--- config.mk ---
export PLATFORM = sky130hd
export DESIGN_NAME = uart_rx_pkt_ctrl
export DESIGN_NICKNAME = d
export VERILOG_FILES = /design/src/rtl/uart_rx_pkt_ctrl.sv
export SDC_FILE = /design/constraint.sdc
export NUM_CORES = 1
export LEC_CHECK = 0
export CORE_MARGIN = 4
export CORE_UTILIZATION = 50
export DETAILED_ROUTE_END_ITERATION = 12
export GPL_TIMING_DRIVEN = 0
export PLACE_DENSITY = 0.79
export REMOVE_ABC_BUFFERS = 1
export SLEW_MARGIN = 30
export SYNTH_ARGS = -nofsm -noshare
export SYNTH_HDL_FRONTEND = slang
export SYNTH_SLANG_ARGS = --single-unit
export TNS_END_PERCENT = 5
--- constraint.sdc ---
create_clock -name clk_i -period 2.6 [get_ports clk_i]
set_clock_uncertainty 0.05 [all_clocks]
set_input_delay 0.26 -clock clk_i [delete_from_list [all_inputs] [get_ports clk_i]]
set_output_delay 0.26 -clock clk_i [all_outputs]
set_load 0.02 [all_outputs]
--- src/rtl/uart_rx_pkt_ctrl.sv ---
// Packet framer behind the UART byte receiver: header hunt, payload, XOR check, valid/ready hold.
// Optional inter-byte timeout enabled by defining UART_PKT_TIMEOUT_EN.
module uart_rx_pkt_ctrl #(
  parameter int unsigned PAYLOAD_LEN = 4,
  parameter logic [7:0]  HEADER      = 8'hA5,
  parameter int unsigned TIMEOUT_CYC = 100000
) (
  input  logic                     clk_i,
  input  logic                     rst_i,
  input  logic [7:0]               rx_data_i,
  input  logic                     rx_valid_i,
  output logic [8*PAYLOAD_LEN-1:0] pkt_data_o,
  output logic                     pkt_valid_o,
  input  logic                     pkt_ready_i,
  output logic                     err_chk_o,
  output logic                     err_to_o,
  output logic                     overrun_o,
  output logic                     busy_o
);

  localparam int unsigned CntW = $clog2(PAYLOAD_LEN);

  typedef enum logic [1:0] {StHunt, StPayload, StCheck, StHold} state_e;

  state_e                   state_q, state_d;
  logic [CntW-1:0]          cnt_q, cnt_d;
  logic [7:0]               chk_q, chk_d;
  logic [8*PAYLOAD_LEN-1:0] data_q, data_d;
  logic                     pkt_valid_q, pkt_valid_d;
  logic                     err_chk_q, err_chk_d;
  logic                     overrun_q, overrun_d;

`ifdef UART_PKT_TIMEOUT_EN
  localparam int unsigned TmrW = $clog2(TIMEOUT_CYC);
  logic [TmrW-1:0] tmr_q, tmr_d;
  logic            err_to_q, err_to_d;
`else
  logic unused_timeout_cfg;
  assign unused_timeout_cfg = ^TIMEOUT_CYC;
`endif

  always_comb begin
    state_d     = state_q;
    cnt_d       = cnt_q;
    chk_d       = chk_q;
    data_d      = data_q;
    pkt_valid_d = pkt_valid_q;
    err_chk_d   = 1'b0;
    overrun_d   = 1'b0;
`ifdef UART_PKT_TIMEOUT_EN
    tmr_d    = tmr_q;
    err_to_d = 1'b0;
    // A byte on the expiry cycle wins, so the timer only advances on silent cycles.
    if ((state_q == StPayload || state_q == StCheck) && !rx_valid_i) begin
      if (tmr_q == TmrW'(TIMEOUT_CYC - 1)) begin
        err_to_d = 1'b1;
        state_d  = StHunt;
      end else begin
        tmr_d = tmr_q + TmrW'(1);
      end
    end
    if (rx_valid_i && (state_q == StPayload || state_q == StCheck)) begin
      tmr_d = '0;
    end
`endif
    unique case (state_q)
      StHunt: begin
        if (rx_valid_i && rx_data_i == HEADER) begin
          state_d = StPayload;
          cnt_d   = '0;
          chk_d   = 8'h00;
`ifdef UART_PKT_TIMEOUT_EN
          tmr_d   = '0;
`endif
        end
      end
      StPayload: begin
        if (rx_valid_i) begin
          data_d[8*int'(cnt_q) +: 8] = rx_data_i;
          chk_d = chk_q ^ rx_data_i;
          if (cnt_q == CntW'(PAYLOAD_LEN - 1)) begin
            state_d = StCheck;
          end else begin
            cnt_d = cnt_q + CntW'(1);
          end
        end
      end
      StCheck: begin
        if (rx_valid_i) begin
          if (rx_data_i == chk_q) begin
            state_d     = StHold;
            pkt_valid_d = 1'b1;
          end else begin
            state_d   = StHunt;
            err_chk_d = 1'b1;
          end
        end
      end
      StHold: begin
        // Bytes while holding are dropped, even on the acceptance cycle.
        overrun_d = rx_valid_i;
        if (pkt_ready_i) begin
          pkt_valid_d = 1'b0;
          state_d     = StHunt;
        end
      end
      default: state_d = StHunt;
    endcase
  end

  always_ff @(posedge clk_i) begin
    if (rst_i) begin
      state_q     <= StHunt;
      cnt_q       <= '0;
      chk_q       <= 8'h00;
      data_q      <= '0;
      pkt_valid_q <= 1'b0;
      err_chk_q   <= 1'b0;
      overrun_q   <= 1'b0;
`ifdef UART_PKT_TIMEOUT_EN
      tmr_q       <= '0;
      err_to_q    <= 1'b0;
`endif
    end else begin
      state_q     <= state_d;
      cnt_q       <= cnt_d;
      chk_q       <= chk_d;
      data_q      <= data_d;
      pkt_valid_q <= pkt_valid_d;
      err_chk_q   <= err_chk_d;
      overrun_q   <= overrun_d;
`ifdef UART_PKT_TIMEOUT_EN
      tmr_q       <= tmr_d;
      err_to_q    <= err_to_d;
`endif
    end
  end

  assign pkt_data_o  = data_q;
  assign pkt_valid_o = pkt_valid_q;
  assign err_chk_o   = err_chk_q;
  assign overrun_o   = overrun_q;
  assign busy_o      = (state_q != StHunt);
`ifdef UART_PKT_TIMEOUT_EN
  assign err_to_o = err_to_q;
`else
  assign err_to_o = 1'b0;
`endif

endmodule

==> out/summary.md, run 1 <==
The repair_antennas step left the layout with diodes totalling 0. For the data required time at the worst endpoint, the log shows 2.78 ns. Yosys mapped a number of flops with a built-in enable equal to 0. For the total grt overflow, the log shows 0. TritonCTS created 5 clock buffers.

The sort of element at the end of the critical path is a flip-flop. The number of slew-limit violations in the final report is 0, and the buffer depth of the longest clock path is 2. The worst setup path is of the flip-flop to flip-flop kind. The logs give 8020 um for the first-pass GRT wire length and 0.382 for the share of power burned in the clock network.

The first detailed-routing pass took 4 iterations. The root buffer cell chosen for the clock tree is clkbuf_8. After synthesis, the cell types taking the most area are dfxtp_1 43%, a21oi_1 9.6%, nand3_1 7.3%, nand2_1 6.8%, ha_1 3.4%. Derived from the worst setup path, the maximum achievable clock frequency is 462 MHz. Leaving out filler cells and counting taps, the final layout contains 338.

Buffers inserted to repair hold after CTS numbered 0. The number of placed instances, taps included, is 330. The family with the most delay on the worst path is simple AND/OR/NAND/NOR gates.

In this run the worst path has a maximum fanout of 8. In this run, the number of DRC markers left after iteration 0 of detailed routing was 126. The register bit total from synthesis was 47; the proportion of netlist area held by the largest area contributor was 0.428. The combinational group share of total power was 0.056; the number of unique standard cell types used by synthesis was 40.

The peak supply drop came out at 0.287 mV. The synthesis-to-finish area growth was 23.8%; the detailed-route DRC error count was 0. For this design the total switching power over the nets is 0.291 mW. For the pin with the worst max-slew slack, the measured transition is 0.566 ns. Summed over all nets, the half-perimeter wirelength after detailed placement is 3400 um.

The later-pin clock latency in the skew report is 0.30 ns, and the cell area after synthesis is 2200 um^2. The initial cell density of the core was 0.534; the I/O pin count was 49. For the number of clock sinks seen by CTS, the log shows 47. The logs give 355 for the filler cell count and 0.428 for the part of the Yosys area used for sequential elements. The run gives 0.562 as the relative contribution of sequential cells to total power.

Entering global routing, the biggest net connects 29 pins. The largest individual stage delay along the critical path comes from the cell dfxtp_1. After detailed routing, the number of vias per cell comes to 5.52. After detailed placement, the total cell area comes to 2610 um^2. The most common cell in the synthesized netlist is dfxtp_1. The height of the die was 74.3 um; the number of routed nets with antenna violations was 0. The number of instances resized during post-cts repair is 0, and the synthesized area divided by synthesized cell count is 8.65 um^2. During placement, the flow inserted port buffers numbering 47. The H-tree depth reported by CTS was 2; the final setup slack of the worst path was 0.434 ns.

The proportion of synthesized flip-flops having asynchronous set or reset is 0, and the overall die area is 5520 um^2. The worst stage delay on the critical path works out to 0.52 ns. Among all flip-flop cells after synthesis, the most frequent one is dfxtp_1.

The fraction of final layout cells with drive strength greater than 1 was 0.0694; the final net count was 305. STA classifies the critical path startpoint as a flip-flop. Timing analysis after detailed placement gives a worst setup slack of 0.414 ns. The final weighted congestion in routability-driven placement came out at 0.788. Setup repair after global routing left no endpoint under its margin. The total routing usage reported by global routing was 0.189; the detailed-route wire length per cell was 14.8 um. The setup total negative slack is 0 ns. Subtracting the final worst setup slack from the clock period gives 2.17 ns. The switching part of the total power works out to 0.227. TritonCTS built the clock tree. For this design the ratio of total power to cell area is 471 nW/um^2. The tools report the leakage component of the power as 0.869 nW. Walking the worst path, the cells encountered are inv_1, ha_1, nor3b_2, nand3_1, a21oi_1.

Post-CTS timing repair inserted 0 buffers for setup. The final layout contains routed wiring with a total length of 5020 um. After clock tree synthesis, the clock-pin slew on the worst setup and hold paths is 0.08 ns. The run gives 0.660 as the core occupancy in the finished layout. The logs give 0.989 mW for the internal portion of total power and 0 for the count of warnings emitted by yosys.

The logs give 0 for the total setup violations reported at the end of the flow and 2720 um^2 for the total non-filler cell area in the finished layout. The initialized floorplan defines 23 standard-cell rows. The data arrival time at the worst-slack endpoint came out at 2.35 ns.

In this run the worst hold path is classified as input port to flip-flop. The commonest cells after synthesis are 47 x dfxtp_1, 42 x a21oi_1, 40 x nand2_1. Synthesis produced 254 cells.

Of all cell types, the one taking the most synthesized area is dfxtp_1. The floorplan step defined a core boundary enclosing 4120 um^2. The worst slew margin relative to its limit is 0.622, and the part of the cycle the worst path needs is 0.833.

The flow ran to the end, and the final reports show no timing, DRC or antenna violations. The die is 74.3 um wide. The final number of hold-violating endpoints was 0. The via count of the first global-routing pass is 1,657, and the number of antenna violations at the first check in global routing is 0. The run gives 0 as the max-capacitance violation count.

The total number of vias is 1,865. The number of buffer and inverter stages on the critical path was 1.
[layout by cell type, fill, tap and decap left out, drive strengths merged]
master	instances
inv	3
clkdlybuf4s50	46
nor3b	3
o32ai	1
nand4b	1
clkinvlp	1
nand2b	9
nand3b	1
or2b	2
nand2	40
nor2b	1
o41ai	1
conb	1
buf	2
nand4	3
clkbuf	7
xnor2	8
and4bb	1
or3	1
a221oi	1
a221o	1
a311oi	8
a21oi	43
nor3	3
a31o	1
nor2	4
nand3	32
a31oi	1
dfxtp	47
o21ai	1
and3b	1
o21a	1
or2	1
a32o	1
and2	4
ha	6
[routing by layer]
| metal | vias to the layer above | GRT usage | share of wire | wire length (um) |
|---|---|---|---|---|
| li1 | 948 | - | - | - |
| met1 | 856 | 0.262 | 0.48 | 2400 |
| met2 | 54 | 0.287 | 0.45 | 2250 |
| met3 | 7 | 0.0446 | 0.061 | 306 |
| met4 | 0 | 0.0672 | 0.012 | 59 |
| met5 | - | 0 | 0 | 0 |
[layout make-up]
type,count,area [um^2],area share
multi-input cells,182,1110,0.407
flip-flops and latches,47,941,0.346
clock inverters,1,7.51,0.00276
clock buffers,7,96.3,0.0355
well taps,50,62.6,0.0230
inverters,3,11.3,0.00414
repair buffers,48,493,0.181
[path summary, 6_finish.rpt]
check / cells after the start / slack (ns) / from / to
min: 2 / 0.34 / rst_i / pkt_data_o[26]
min reg2reg: 2 / 0.40 / pkt_data_o[3] / pkt_data_o[3]
max: 5 / 0.43 / cnt_q[0] / pkt_data_o[19]
max reg2reg: 5 / 0.43 / cnt_q[0] / pkt_data_o[19]
[state kept, by name, summed over array words and instances (netlist names)]
name and flops:
overrun_o 1, state_q 2, pkt_data_o 32, pkt_valid_o 1
chk_q 8, cnt_q 2, err_chk_o 1
[power groups by stage]
stage,clock [mW],combinational (mW),sequential [mW]
after floorplan,0,0.0173,0.737
after global placement,0,0.0666,0.737
after detailed placement,0,0.0709,0.737
after CTS,0.499,0.0713,0.720
after global routing,0.530,0.0758,0.720
final,0.489,0.0722,0.720
[stage by stage]
step | hold slack [ns] | power, mW
5_1_grt | 0.342 | 1.33
4_1_cts | 0.328 | 1.29
6_report | 0.338 | 1.28
2_1_floorplan | 0.276 | 0.754
3_5_place_dp | 0.394 | 0.807
3_3_place_gp | 0.388 | 0.803
[cell families after synthesis]
kind of cell / count (synthesis) / share of synthesized area
simple gates: 107 / 0.261
compound gates: 60 / 0.175
flops: 47 / 0.428
buf+inv: 25 / 0.0678
xor+xnor: 8 / 0.0319
fa+ha+maj: 6 / 0.0342
other cells: 1 / 0.00171
No activity file was read; power rests on OpenSTA's default activity.
==> run 2: changes to the inputs <==
Clock period 2.6 ns to 2.2 ns, I/O delays scaled along.
==> out/summary.md, run 2 (synthesis gave the netlist of run 1 again) <==
The flow ran to the end, and the final reports show no timing, DRC or antenna violations. Slowest library cell on the worst path: dfxtp_1 (unchanged). The iteration-0 DRC count of the detailed router was 108 (was 126); the placement-stage worst setup slack was 0.0539 ns (was 0.414 ns). The number of slew-limit violations in the final report came out at 0 (unchanged). The total grt overflow is 0 (unchanged), and the I/O pin count is 49 (unchanged).

The maximum frequency from static timing analysis is 492 MHz. The max-capacitance violation count was 0 (unchanged); the clock transition at the register clock pins on the worst setup and hold paths after CTS was 0.08 ns (about the same). The detailed-route wire length per cell works out to 14.8 um (about the same). The run gives 5020 um (about the same) as the total length of routed wires. The flip-flop count of the largest register, all copies and words added is 32 (unchanged), and the leakage component of the power is 0.879 nW (was 0.869 nW). The maximum number of pins on one net before global-route repair was 29 (unchanged); the width of the die was 74.3 um (unchanged).

Top library cells by usage in the layout, fill and taps aside: 46 x dfxtp_1, 46 x clkdlybuf4s50_1, 42 x a21oi_1, 40 x nand2_1, 32 x nand3_1 (was 47 x dfxtp_1, 46 x clkdlybuf4s50_1, 42 x a21oi_1, 40 x nand2_1, 32 x nand3_1). The height of the die was 74.3 um (unchanged); the final weighted congestion in routability-driven placement was 0.788 (unchanged). The worst stage delay on the critical path was 0.67 ns (was 0.52 ns). The number of optimization iterations in the first detailed-route pass is 4 (unchanged).

The class of the tightest hold or removal check is input port to flip-flop (unchanged). Filler cell count: 350 (was 355). The number of diodes added for antenna fixing came out at 0 (unchanged). The synthesis-to-finish area growth is 24.8% (was 23.8%), and the floorplan core area is 4120 um^2 (unchanged).

The first-pass GRT wire length was 8020 um (unchanged). The final hold slack came out at 0.298 ns (was 0.338 ns). The power density over the cells is 553 nW/um^2 (was 471 nW/um^2).

The tools report the sort of element at the end of the critical path as an output port (was a flip-flop). The part of the cycle the worst path needs works out to 0.925. The data required time at the worst endpoint was 1.93 ns (was 2.78 ns); the area occupied by multi-input gates was 1120 um^2 (was 1110 um^2).

The root cell of the clock tree is clkbuf_8 (unchanged). For the detailed-route DRC error count, the log shows 0 (unchanged). The later-pin clock latency in the skew report is 0.31 ns (was 0.30 ns).

The data arrival time at the worst-slack endpoint is 1.76 ns (was 2.35 ns), and the number of clock sinks seen by CTS is 47 (unchanged). The half-perimeter wire length of the detailed placement result is 3400 um (unchanged). The total setup violations reported at the end of the flow is 0 (unchanged). Buffer depth of the longest clock path: 2 (unchanged).

For the peak supply drop, the log shows 0.340 mV (was 0.287 mV). TritonCTS built the clock tree. Startpoint-to-endpoint class of the critical path: flip-flop to output port (was flip-flop to flip-flop).

Setup repair after global routing left no endpoint under its margin. The maximum fanout along the worst path was 17 (was 8); the fraction of final layout cells with drive strength greater than 1 was 0.0796 (was 0.0694). The overall die area was 5520 um^2 (unchanged). The tools report the setup total negative slack as 0 ns (unchanged).

The run gives 1,657 (unchanged) as the via count of the first global-routing pass. Final net count: 306 (was 305). The initial cell density of the core is 0.534 (unchanged). The post-layout minimum cycle time came out at 2.03 ns. The number of buffer and inverter stages on the critical path works out to 1 (unchanged). The number of rows in the core area was 23 (unchanged); the final number of hold-violating endpoints was 0 (unchanged).

Total number of vias: 1,865 (unchanged). Final setup slack of the worst path: 0.165 ns (was 0.434 ns). The number of routed nets with antenna violations was 0 (unchanged); the number of clock buffers inserted by TritonCTS was 5 (unchanged).

The launching element type of the critical path was a flip-flop (unchanged). The number of vias per cell was 5.50 (was 5.52); the total routing usage reported by global routing was 0.189 (unchanged). The transition time at the pin with the least slew margin was 0.542 ns (was 0.566 ns). The total of buffers placed on input and output ports is 47 (unchanged), and the number of antenna violations at the first check in global routing is 0 (unchanged). The H-tree depth reported by CTS was 2 (unchanged). The tools report the total area of sequential cells as 942 um^2 (was 941 um^2). The family with the most delay on the worst path is flip-flops (was simple AND/OR/NAND/NOR gates). Worst slew margin relative to its limit: 0.638 (was 0.622).

CP Cell Sequence: or2_2, clkdlybuf4s50_1 (was inv_1, ha_1, nor3b_2, nand3_1, a21oi_1).
==> run 2: final cells by class <==
class | instances | area share
clock buffers | 7 | 0.0352
clock inverters | 1 | 0.00274
inverters | 3 | 0.00411
well taps | 50 | 0.0228
multi-input cells | 182 | 0.409
flip-flops and latches | 47 | 0.344
repair buffers | 49 | 0.183
==> run 2: final timing paths <==
path | to | cells past startpoint | slack [ns] | startpoint
max | busy_o | 2 | 0.17 | state_q[0]
min | pkt_data_o[26] | 2 | 0.30 | rst_i
max reg2reg | pkt_data_o[19] | 5 | 0.18 | cnt_q[0]
min reg2reg | pkt_data_o[3] | 2 | 0.40 | pkt_data_o[3]
==> run 2: power breakdown <==
group          internal (mW)  switching, mW
registers              0.850       0.000422
clock network          0.286          0.293
logic                 0.0335         0.0520
==> run 2: routing by layer <==
layer	wire length [um]	vias up	track usage
li1	-	954	-
met1	2330	845	0.262
met2	2240	59	0.287
met3	382	7	0.0446
met4	59	0	0.0672
met5	0	-	0
==> run 2: through the flow <==
stage / utilization / cells / power (mW) / cell area (um^2)
3_3_place_gp: 0.630 / 329 / 0.949 / 2590
2_1_floorplan: - / 232 / 0.891 / 2060
5_1_grt: 0.666 / 339 / 1.57 / 2740
4_1_cts: 0.660 / 338 / 1.52 / 2720
6_report: 0.666 / 339 / 1.52 / 2740
3_5_place_dp: 0.635 / 330 / 0.954 / 2610
==> run 2: timing repair <==
action                                 4_1_cts  5_1_grt
endpoints found under the hold margin        0        0
gates resized for setup                      0        4
hold buffers                                 0        0
setup buffers                                0        1
setup endpoints to repair                    0       22
